[config.mk]
export PLATFORM = sky130hd
export DESIGN_NAME = signal_meas
export DESIGN_NICKNAME = d
export VERILOG_FILES = /design/src/rtl/osc_pkg.sv /design/src/rtl/crossing_period.sv /design/src/rtl/signal_meas.sv
export SDC_FILE = /design/constraint.sdc
export NUM_CORES = 1
export LEC_CHECK = 0
export ABC_AREA = 0
export BUFFER_PORTS_ARGS = -buffer_cell sky130_fd_sc_hd__buf_2
export CORE_ASPECT_RATIO = 0.8
export CORE_MARGIN = 3
export CORE_UTILIZATION = 45
export DETAILED_ROUTE_END_ITERATION = 8
export HOLD_SLACK_MARGIN = 0.03
export SETUP_SLACK_MARGIN = 0.1
export SKIP_CTS_REPAIR_TIMING = 1
export SLEW_MARGIN = 20
export SYNTH_ARGS = -nofsm -noshare
export SYNTH_HDL_FRONTEND = slang
export SYNTH_HIERARCHICAL = 1
export SYNTH_SLANG_ARGS = --single-unit
[constraint.sdc]
create_clock -name clk -period 9.15 [get_ports clk]
set_clock_uncertainty 0.15 [all_clocks]
set_input_delay 1.3725 -clock clk [delete_from_list [all_inputs] [get_ports clk]]
set_output_delay 1.3725 -clock clk [all_outputs]
set_load 0.005 [all_outputs]
[src/rtl/osc_pkg.sv]
// rtl/osc_pkg.sv - shared types and constants for the oscilloscope measurement path
package osc_pkg;

  localparam int ADC_W = 12;

  typedef enum logic [1:0] {
    WAIT_LOW,
    WAIT_HIGH_FIRST,
    COUNT_LOW,
    COUNT_HIGH
  } cross_state_t;

endpackage

[src/rtl/crossing_period.sv]
// rtl/crossing_period.sv - hysteretic rising-crossing detector and period counter
module crossing_period
  import osc_pkg::*;
#(
  parameter logic [11:0] HYST = 12'd16
) (
  input  logic             clk,
  input  logic             rst,
  input  logic             sample_valid,
  input  logic [ADC_W-1:0] sample,
  input  logic [ADC_W-1:0] level,
  output logic [15:0]      period,
  output logic             period_valid
);

  cross_state_t     state, state_nxt;
  logic [15:0]      pcnt, pcnt_nxt, period_nxt;
  logic             period_valid_nxt;
  logic [ADC_W:0]   lo_diff, hi_sum;
  logic [ADC_W-1:0] lo_th, hi_th;
  logic             is_low, is_high, timeout;

  // Thresholds saturate at the ADC code range instead of wrapping.
  always_comb begin
    lo_diff = {1'b0, level} - {1'b0, HYST};
    hi_sum  = {1'b0, level} + {1'b0, HYST};
    lo_th   = lo_diff[ADC_W] ? '0 : lo_diff[ADC_W-1:0];
    hi_th   = hi_sum[ADC_W]  ? '1 : hi_sum[ADC_W-1:0];
    is_low  = (sample <= lo_th);
    is_high = (sample >= hi_th);
    timeout = (pcnt == 16'hFFFF);
  end

  always_ff @(posedge clk) begin
    if (!rst) begin
      state        <= WAIT_LOW;
      pcnt         <= '0;
      period       <= '0;
      period_valid <= 1'b0;
    end else begin
      state        <= state_nxt;
      pcnt         <= pcnt_nxt;
      period       <= period_nxt;
      period_valid <= period_valid_nxt;
    end
  end

  always_comb begin
    state_nxt = state;
    if (sample_valid) begin
      case (state)
        WAIT_LOW:        if (is_low)  state_nxt = WAIT_HIGH_FIRST;
        WAIT_HIGH_FIRST: if (is_high) state_nxt = COUNT_LOW;
        COUNT_LOW:       if (timeout) state_nxt = WAIT_LOW;
                         else if (is_low) state_nxt = COUNT_HIGH;
        COUNT_HIGH:      if (timeout) state_nxt = WAIT_LOW;
                         else if (is_high) state_nxt = COUNT_LOW;
        default:         state_nxt = WAIT_LOW;
      endcase
    end
  end

  // The crossing sample itself restarts pcnt at 1, so period is the sample distance.
  always_comb begin
    pcnt_nxt         = pcnt;
    period_nxt       = period;
    period_valid_nxt = period_valid;
    if (sample_valid) begin
      case (state)
        WAIT_HIGH_FIRST: if (is_high) pcnt_nxt = 16'd1;
        COUNT_LOW, COUNT_HIGH: begin
          if (timeout) begin
            pcnt_nxt         = '0;
            period_nxt       = '0;
            period_valid_nxt = 1'b0;
          end else if (state == COUNT_HIGH && is_high) begin
            period_nxt       = pcnt;
            period_valid_nxt = 1'b1;
            pcnt_nxt         = 16'd1;
          end else begin
            pcnt_nxt = pcnt + 16'd1;
          end
        end
        default: ;
      endcase
    end
  end

endmodule

[src/rtl/signal_meas.sv]
// rtl/signal_meas.sv - windowed min/max/p2p/average statistics plus period measurement
module signal_meas
  import osc_pkg::*;
#(
  parameter int          WINDOW = 256,
  parameter logic [11:0] HYST   = 12'd16
) (
  input  logic             clk,
  input  logic             rst,
  input  logic             sample_valid,
  input  logic [ADC_W-1:0] sample,
  input  logic [ADC_W-1:0] level,
  output logic [ADC_W-1:0] min,
  output logic [ADC_W-1:0] max,
  output logic [ADC_W-1:0] p2p,
  output logic [ADC_W-1:0] average,
  output logic [15:0]      period,
  output logic             period_valid,
  output logic             meas_valid
);

  localparam int LOG2  = $clog2(WINDOW);
  localparam int SUM_W = ADC_W + LOG2;

  logic [LOG2-1:0]  cnt;
  logic [SUM_W-1:0] sum, nxt_sum;
  logic [ADC_W-1:0] run_min, run_max, nxt_min, nxt_max;
  logic             first, last;

  // The first sample of a window seeds the running values instead of comparing to stale ones.
  always_comb begin
    first   = (cnt == '0);
    last    = (cnt == LOG2'(WINDOW - 1));
    nxt_min = (first || sample < run_min) ? sample : run_min;
    nxt_max = (first || sample > run_max) ? sample : run_max;
    nxt_sum = first ? SUM_W'(sample) : sum + SUM_W'(sample);
  end

  always_ff @(posedge clk) begin
    if (!rst) begin
      cnt        <= '0;
      sum        <= '0;
      run_min    <= '0;
      run_max    <= '0;
      min        <= '0;
      max        <= '0;
      p2p        <= '0;
      average    <= '0;
      meas_valid <= 1'b0;
    end else begin
      meas_valid <= 1'b0;
      if (sample_valid) begin
        cnt     <= cnt + LOG2'(1);
        sum     <= nxt_sum;
        run_min <= nxt_min;
        run_max <= nxt_max;
        if (last) begin
          min        <= nxt_min;
          max        <= nxt_max;
          p2p        <= nxt_max - nxt_min;
          average    <= nxt_sum[SUM_W-1:LOG2];
          meas_valid <= 1'b1;
        end
      end
    end
  end

  crossing_period #(
    .HYST(HYST)
  ) u_cross (
    .clk          (clk),
    .rst          (rst),
    .sample_valid (sample_valid),
    .sample       (sample),
    .level        (level),
    .period       (period),
    .period_valid (period_valid)
  );

endmodule

==> summary.txt, run 1 <==
Clocking
  • Clock transition at path regs: 60 ps
  • Clock sink count: 136
  • Cts bufs inserted: 17
  • Clk buf depth: 2
  • CTS tree: done
  • Clock Latency Late Sink: 430 ps
  • Clock H-tree levels: 4
  • CTS root buffer: clkbuf_16

Worst setup path
  • Crit-path leading delay family: compound AO/OA/AOI/OAI gates
  • CP Data Arrival Time: 5560 ps
  • Reg2reg path depth: 17
  • Critical path startpoint category: input port
  • R2r setup slk: 3960 ps
  • CP required: 9350 ps
  • Worst R2R End: p2p[10]
  • CP Cell Sequence: buf_2 > ha_1 > a2111oi_0 > o31a_1 > o21a_1 > buf_4 > mux2i_1 > inv_1 > ha_1 > inv_1 > fa_1 > a21boi_0 > o311ai_4 > a22oi_1 > nor3_2 > nand2_1 > or4_1 > a31oi_1
  • Crit. End Element: register
  • Crit-path slowest cell: or4_1
  • Reg-to-reg critical path startpoint: cnt[3]
  • Max incr delay on CP: 410 ps
  • Buf+Inv Stages, Crit Path: 4
  • Crit-path max FO: 28
  • Kind of critical path: in -> reg

Cells and area
  • Commonest non-fill, non-tap cell in the layout: nor2_1
  • Cell area after layout: 9630 um2
  • Most frequent cells in the layout: nor2_1, dfxtp_1, nand2_1, a21oi_1, buf_2
  • Final std cells w/o fill: 1411
  • Share of post-route cells with drive strength above 1: 0.133
  • # diodes: 0
  • Fill count: 1881
  • Final net count: 1245
  • Synth-to-Final Area Change: 13.7%

Min path
  • Hold path endpoint: u_cross/period[3]
  • Tightest Hold Check Type: reg -> reg
  • Hold Crit Start: u_cross/period[3]
  • Hold depth: 2

Job
  • Max-Cap Viols: 0

Floorplan
  • # IOs: 93
  • Core area: 18300 um2
  • Starting density of the core: 0.462
  • Row Count: 44
  • Die X: 159 um
  • Vert. Die Dim: 129 um
  • Die ar.: 20500 um2

Status
  • Outcome: completed

Yosys
  • Async S/R FF share, synth: 0
  • Synth top area share: 0.321
  • Seq cells post-synth: 136
  • Top cells by area, synth: dfxtp_1, ha_1, nor2_1
  • Register area share after synthesis: 0.321
  • Syn_nets: 1185
  • Synthesized area: 8470 um2
  • Unique cell type count in the Yosys netlist: 78
  • Ys flop type: dfxtp_1
  • Number of synthesized flops with an enable pin: 0
  • Warnings, synthesis: 6
  • Cells after Synth: 1085
  • Average size of a mapped cell: 7.81 um2
  • Synth area leader: dfxtp_1

Power and ir drop
  • Clock power share: 0.398
  • Leakage: 3.97 nW
  • Power Internal: 1.12 mW
  • Peak supply drop: 0.110 mV
  • Sw frac: 0.326
  • Sequential share of power: 0.375
  • Power Density: 172 nW/um2
  • Logic pwr share: 0.227
  • P_sw: 0.541 mW

STA
  • Worst-Margin Slew: 888 ps
  • Final min period: 5360 ps
  • Hold slack: 296 ps
  • Unrepaired setup endpoints after global routing: no
  • Fmax: 187 MHz
  • Final Max Tran Viols: 0
  • Final setup fails: 0
  • Final Hold Fails: 0
  • Setup TNS: 0 ps
  • Tcrit/Tclk final: 0.585
  • Worst rel slew slack: 0.408

Global routing
  • Initial antenna violation count: 0
  • Vias in the first global route: 7023
  • Largest net degree at the start of global routing: 81
  • Total grt overflow: 0
  • First-pass GRT wire length: 38200 um
  • Gr usage total: 0.230

Placement
  • Post-Place Cells: 1379
  • Detailed placement HPWL: 16900 um
  • RD Place Congestion: 0.856
  • Port buffer count: 92
  • DP Area: 9070 um2

Detailed routing
  • Average wire per standard cell: 16.5 um
  • Drt pass-1 iters: 6
  • Total Wirelength: 23300 um
  • Drt drc: 0
  • Vias per cell: 5.56
  • DR vias: 7847
  • DRT iter0 DRCs: 627
  • Routed Antenna Nets: 0
[flip-flops by register name, indices dropped and copies added, names as in the netlist]
signal,cells
sum,20
u_cross/pcnt,16
u_cross/period,16
average,12
max,12
min,12
p2p,12
run_max,12
run_min,12
cnt,8
u_cross/state,2
meas_valid,1
u_cross/period_valid,1
[logic make-up after synthesis]
| kind of cell | synth area share |
|---|---|
| flip-flops | 0.321 |
| AND/OR/NAND/NOR | 0.224 |
| AO/OA/AOI/OAI | 0.234 |
| XOR/XNOR | 0.0424 |
| adder cells (fa/ha/maj) | 0.111 |
| multiplexers | 0.0151 |
| buffers and inverters | 0.0524 |
[power by group through the flow]
| stage | Combinational [mW] | Sequential [mW] | Clock (mW) |
|---|---|---|---|
| 2_1_floorplan | 0.275 | 0.630 | 0 |
| 3_3_place_gp | 0.368 | 0.634 | 0 |
| 5_1_grt | 0.423 | 0.624 | 0.698 |
| 6_report | 0.377 | 0.622 | 0.659 |
| 3_5_place_dp | 0.370 | 0.634 | 0 |
| 4_1_cts | 0.372 | 0.621 | 0.670 |
[how the worst max path moves through the flow]
stage               startpoint       to  slack [ps]  depth (start not counted)
floorplan            sample[1]   p2p[8]        3600                         19
global placement    sample[11]   p2p[8]        3570                         17
detailed placement   sample[1]  p2p[10]        3420                         18
CTS                  sample[1]  p2p[10]        3840                         18
global route        sample[10]  p2p[11]        3510                         19
finish               sample[1]  p2p[10]        3790                         18
[synth_stat cells, types with 6 or more instances]
master	instances
a211o_1	8
a211oi_1	53
a21boi_0	9
a21o_1	10
a21oi_1	93
a311oi_1	6
a31oi_1	8
and2_1	8
and3_1	6
clkbuf_1	51
dfxtp_1	136
ha_1	71
inv_1	53
mux2i_1	9
nand2_1	115
nand2b_1	8
nand3_1	50
nand4_1	18
nor2_1	151
nor3_1	24
nor4_1	8
o21ai_0	37
o21ai_1	6
o31ai_1	6
xnor2_1	25
xor2_1	16
[metal layers]
layer,share of wire,vias to the layer above,track usage
li1,-,4013,-
met1,0.54,3592,0.366
met2,0.39,221,0.315
met3,0.056,21,0.0409
met4,0.0099,0,0.0582
met5,0,-,0
[worst register-to-register path, cell delays in order, from the launching register on]
cell	delay (ps)
dfxtp_1	380
nor3_1	640
nand2_1	620
o31ai_1	260
o21a_1	170
buf_4	320
mux2i_1	330
inv_1	70
ha_1	170
inv_1	80
fa_1	310
a21boi_0	220
o311ai_4	370
a22oi_1	130
nor3_2	250
nand2_1	100
or4_1	410
a31oi_1	140
[metrics by stage]
step / util / power (mW) / setup slack, ps
finish: 0.525 / 1.66 / 3790
global route: 0.525 / 1.74 / 3510
CTS: 0.525 / 1.66 / 3840
detailed placement: 0.495 / 1.00 / 3420
global placement: 0.495 / 1.00 / 3570
floorplan: - / 0.906 / 3600
[layout make-up]
class	instances	area (um2)	area share
repair buffers	99	513	0.0533
clock buffers	20	457	0.0474
inverters	55	206	0.0214
flip-flops and latches	136	2720	0.283
multi-input cells	836	5310	0.551
well taps	253	317	0.0329
clock inverters	12	108	0.0112
Note: power is estimated with default switching activity, not from simulation.
==> inputs of run 2 (changes only) <==
==> constraint.sdc (replaced) <==
create_clock -name clk -period 5 [get_ports clk]
set_clock_uncertainty 0.15 [all_clocks]
set_input_delay 0.75 -clock clk [delete_from_list [all_inputs] [get_ports clk]]
set_output_delay 0.75 -clock clk [all_outputs]
set_load 0.005 [all_outputs]
==> summary.txt, run 2 (synthesis results as in run 1) <==
Status
  • Outcome: completed

Worst setup path
  • Kind of critical path: reg -> reg
  • Crit-path slowest cell: or3_4
  • CP required: 5130 ps (-4220 ps)
  • Crit. End Element: register
  • Crit-path max FO: 23 (-18%)
  • Crit path from: cnt[0]
  • CP endpoint: p2p[11]
  • Worst R2R End: p2p[11]
  • CP Data Arrival Time: 4610 ps (-950 ps)
  • CP Cell Sequence: inv_1 > ha_1 > nor4b_4 > and2_4 > or3_4 > o21a_1 > buf_4 > nor2_1 > a21oi_1 > buf_4 > ha_1 > a21o_1 > a211oi_1 > o221ai_1 > o211a_1 > o21ai_1 > nand3_1 > o31ai_1 > xnor2_1 > a21oi_1
  • Critical path startpoint category: register
  • Max incr delay on CP: 410 ps (about the same)
  • Reg-to-reg critical path startpoint: cnt[0]
  • Reg2reg path depth: 20 (+3)
  • R2r setup slk: 510 ps (-3450 ps)

Floorplan
  • # IOs: 93 (unchanged)
  • Row Count: 44 (unchanged)
  • Die ar.: 20500 um2 (unchanged)
  • Core area: 18300 um2 (unchanged)
  • Die X: 159 um (unchanged)
  • Vert. Die Dim: 129 um (unchanged)
  • Starting density of the core: 0.462 (unchanged)

Detailed routing
  • DRT iter0 DRCs: 762 (+22%)
  • Total Wirelength: 23800 um (+2.0%)
  • Drt pass-1 iters: 5 (-1)
  • Routed Antenna Nets: 0 (unchanged)
  • Drt drc: 0 (unchanged)
  • Average wire per standard cell: 16.5 um (about the same)
  • DR WL met2: 9610 um (+5.5%)
  • Vias per cell: 5.55 (-0.23%)
  • M1 WL: 12600 um (-0.13%)
  • DR top layer: met4
  • Met3 wire len: 1310 um (+1.1%)
  • DR vias: 7984 (+1.7%)

Clocking
  • Clock transition at path regs: 60 ps (about the same)
  • CTS root buffer: clkbuf_16
  • Cts bufs inserted: 17 (unchanged)
  • CTS tree: done
  • Clock Latency Late Sink: 430 ps (about the same)
  • Clk buf depth: 2 (unchanged)
  • Clock H-tree levels: 4 (unchanged)
  • Clock sink count: 136 (unchanged)

Power and ir drop
  • Power Density: 316 nW/um2 (+84%)
  • Peak supply drop: 0.203 mV (+86%)
  • Leakage: 4.12 nW (+3.9%)

Cells and area
  • Fill count: 1816 (-3.5%)
  • Cell area after layout: 9880 um2 (+2.6%)
  • Largest Register: sum
  • Max reg flops: 20 (unchanged)
  • Area of the multi-input gates: 5320 um2 (+0.26%)
  • Commonest non-fill, non-tap cell in the layout: nor2_1
  • Largest registers: sum (20), u_cross/pcnt (16), u_cross/period (16)
  • # diodes: 0 (unchanged)
  • Final net count: 1273 (+2.2%)
  • Synth-to-Final Area Change: 16.6%
  • Most frequent cells in the layout: nor2_1, dfxtp_1, nand2_1, a21oi_1, buf_2
  • Share of post-route cells with drive strength above 1: 0.154 (+0.0213)
  • Storage element area: 2720 um2 (unchanged)

STA
  • Final min period: 4490 ps
  • Unrepaired setup endpoints after global routing: no
  • Final setup fails: 0 (unchanged)
  • Final Hold Fails: 0 (unchanged)
  • Setup WS post-layout: 514 ps (-3280 ps)
  • Worst rel slew slack: 0.326 (-0.0817)
  • Setup TNS: 0 ps (unchanged)
  • Fmax: 223 MHz
  • Worst-Margin Slew: 1010 ps (+121 ps)
  • Tcrit/Tclk final: 0.897
  • Final Max Tran Viols: 0 (unchanged)

Global routing
  • Gr usage total: 0.230 (about the same)
  • Largest net degree at the start of global routing: 56 (-31%)
  • Vias in the first global route: 7053 (+0.43%)
  • Total grt overflow: 0 (unchanged)
  • First-pass GRT wire length: 38300 um (+0.20%)
  • Initial antenna violation count: 0 (unchanged)

Placement
  • Place WS: 199 ps (-3220 ps)
  • RD Place Congestion: 0.889 (+3.8%)
  • DP Area: 9280 um2 (+2.4%)
  • Detailed placement HPWL: 17400 um (+3.1%)
  • Port buffer count: 92 (unchanged)

Job
  • Max-Cap Viols: 0 (unchanged)

Min path
  • Tightest Hold Check Type: reg -> reg
## run 2: cell count changes in the layout (fill, tap and decap cells not counted), sizes merged
| cell | delta |
|---|---|
| bufinv | +1 |
| clkinv | -1 |
| buf | +28 |
## run 2: cell type report
cell class / instances / area share
Clock inverter: 12 / 0.0133
Inverter: 55 / 0.0209
Clock buffer: 20 / 0.0462
Timing Repair Buffer: 127 / 0.0732
Sequential cell: 136 / 0.276
Tap cell: 253 / 0.0320
Multi-Input combinational cell: 836 / 0.539
## run 2: worst max-delay path, delay by kind of cell (launching register included)
family | cells | cell delay (ps)
AO/OA/AOI/OAI | 9 | 1690
adder cells (fa/ha/maj) | 2 | 500
buffers and inverters | 3 | 410
flip-flops | 1 | 400
AND/OR/NAND/NOR | 5 | 1040
XOR/XNOR | 1 | 150
## run 2: how the worst min path moves through the flow
| stage | cells after the start | slack (ps) | start | to |
|---|---|---|---|---|
| 2_1_floorplan | 2 | 300 | average[4] | average[4] |
| 3_3_place_gp | 2 | 290 | average[4] | average[4] |
| 3_5_place_dp | 2 | 290 | u_cross/period[7] | u_cross/period[7] |
| 4_1_cts | 2 | 300 | u_cross/period[6] | u_cross/period[6] |
| 5_1_grt | 2 | 320 | u_cross/period[10] | u_cross/period[10] |
| 6_report | 2 | 300 | u_cross/period[6] | u_cross/period[6] |
## run 2: per-stage QoR
step / hold WS (ps) / std cells / utilization / power (mW)
after global placement: 287 / 1407 / 0.506 / 1.87
after detailed placement: 290 / 1407 / 0.506 / 1.87
after floorplan: 298 / 1085 / - / 1.66
final: 297 / 1439 / 0.539 / 3.13
after global routing: 316 / 1439 / 0.539 / 3.28
after CTS: 298 / 1439 / 0.538 / 3.13
## run 2: power breakdown
group | leakage (nW) | switching [mW] | internal (mW)
clock | 0.284 | 0.532 | 0.728
combinational | 2.74 | 0.445 | 0.283
sequential | 1.10 | 0.0248 | 1.11
total | 4.12 | 1.00 | 2.12
## run 2: per-layer routing
metal  GRT usage  vias to the layer above
li1            -                     4072
met1       0.356                     3670
met2       0.330                      226
met3      0.0389                       16
met4      0.0561                        0
met5           0                        -
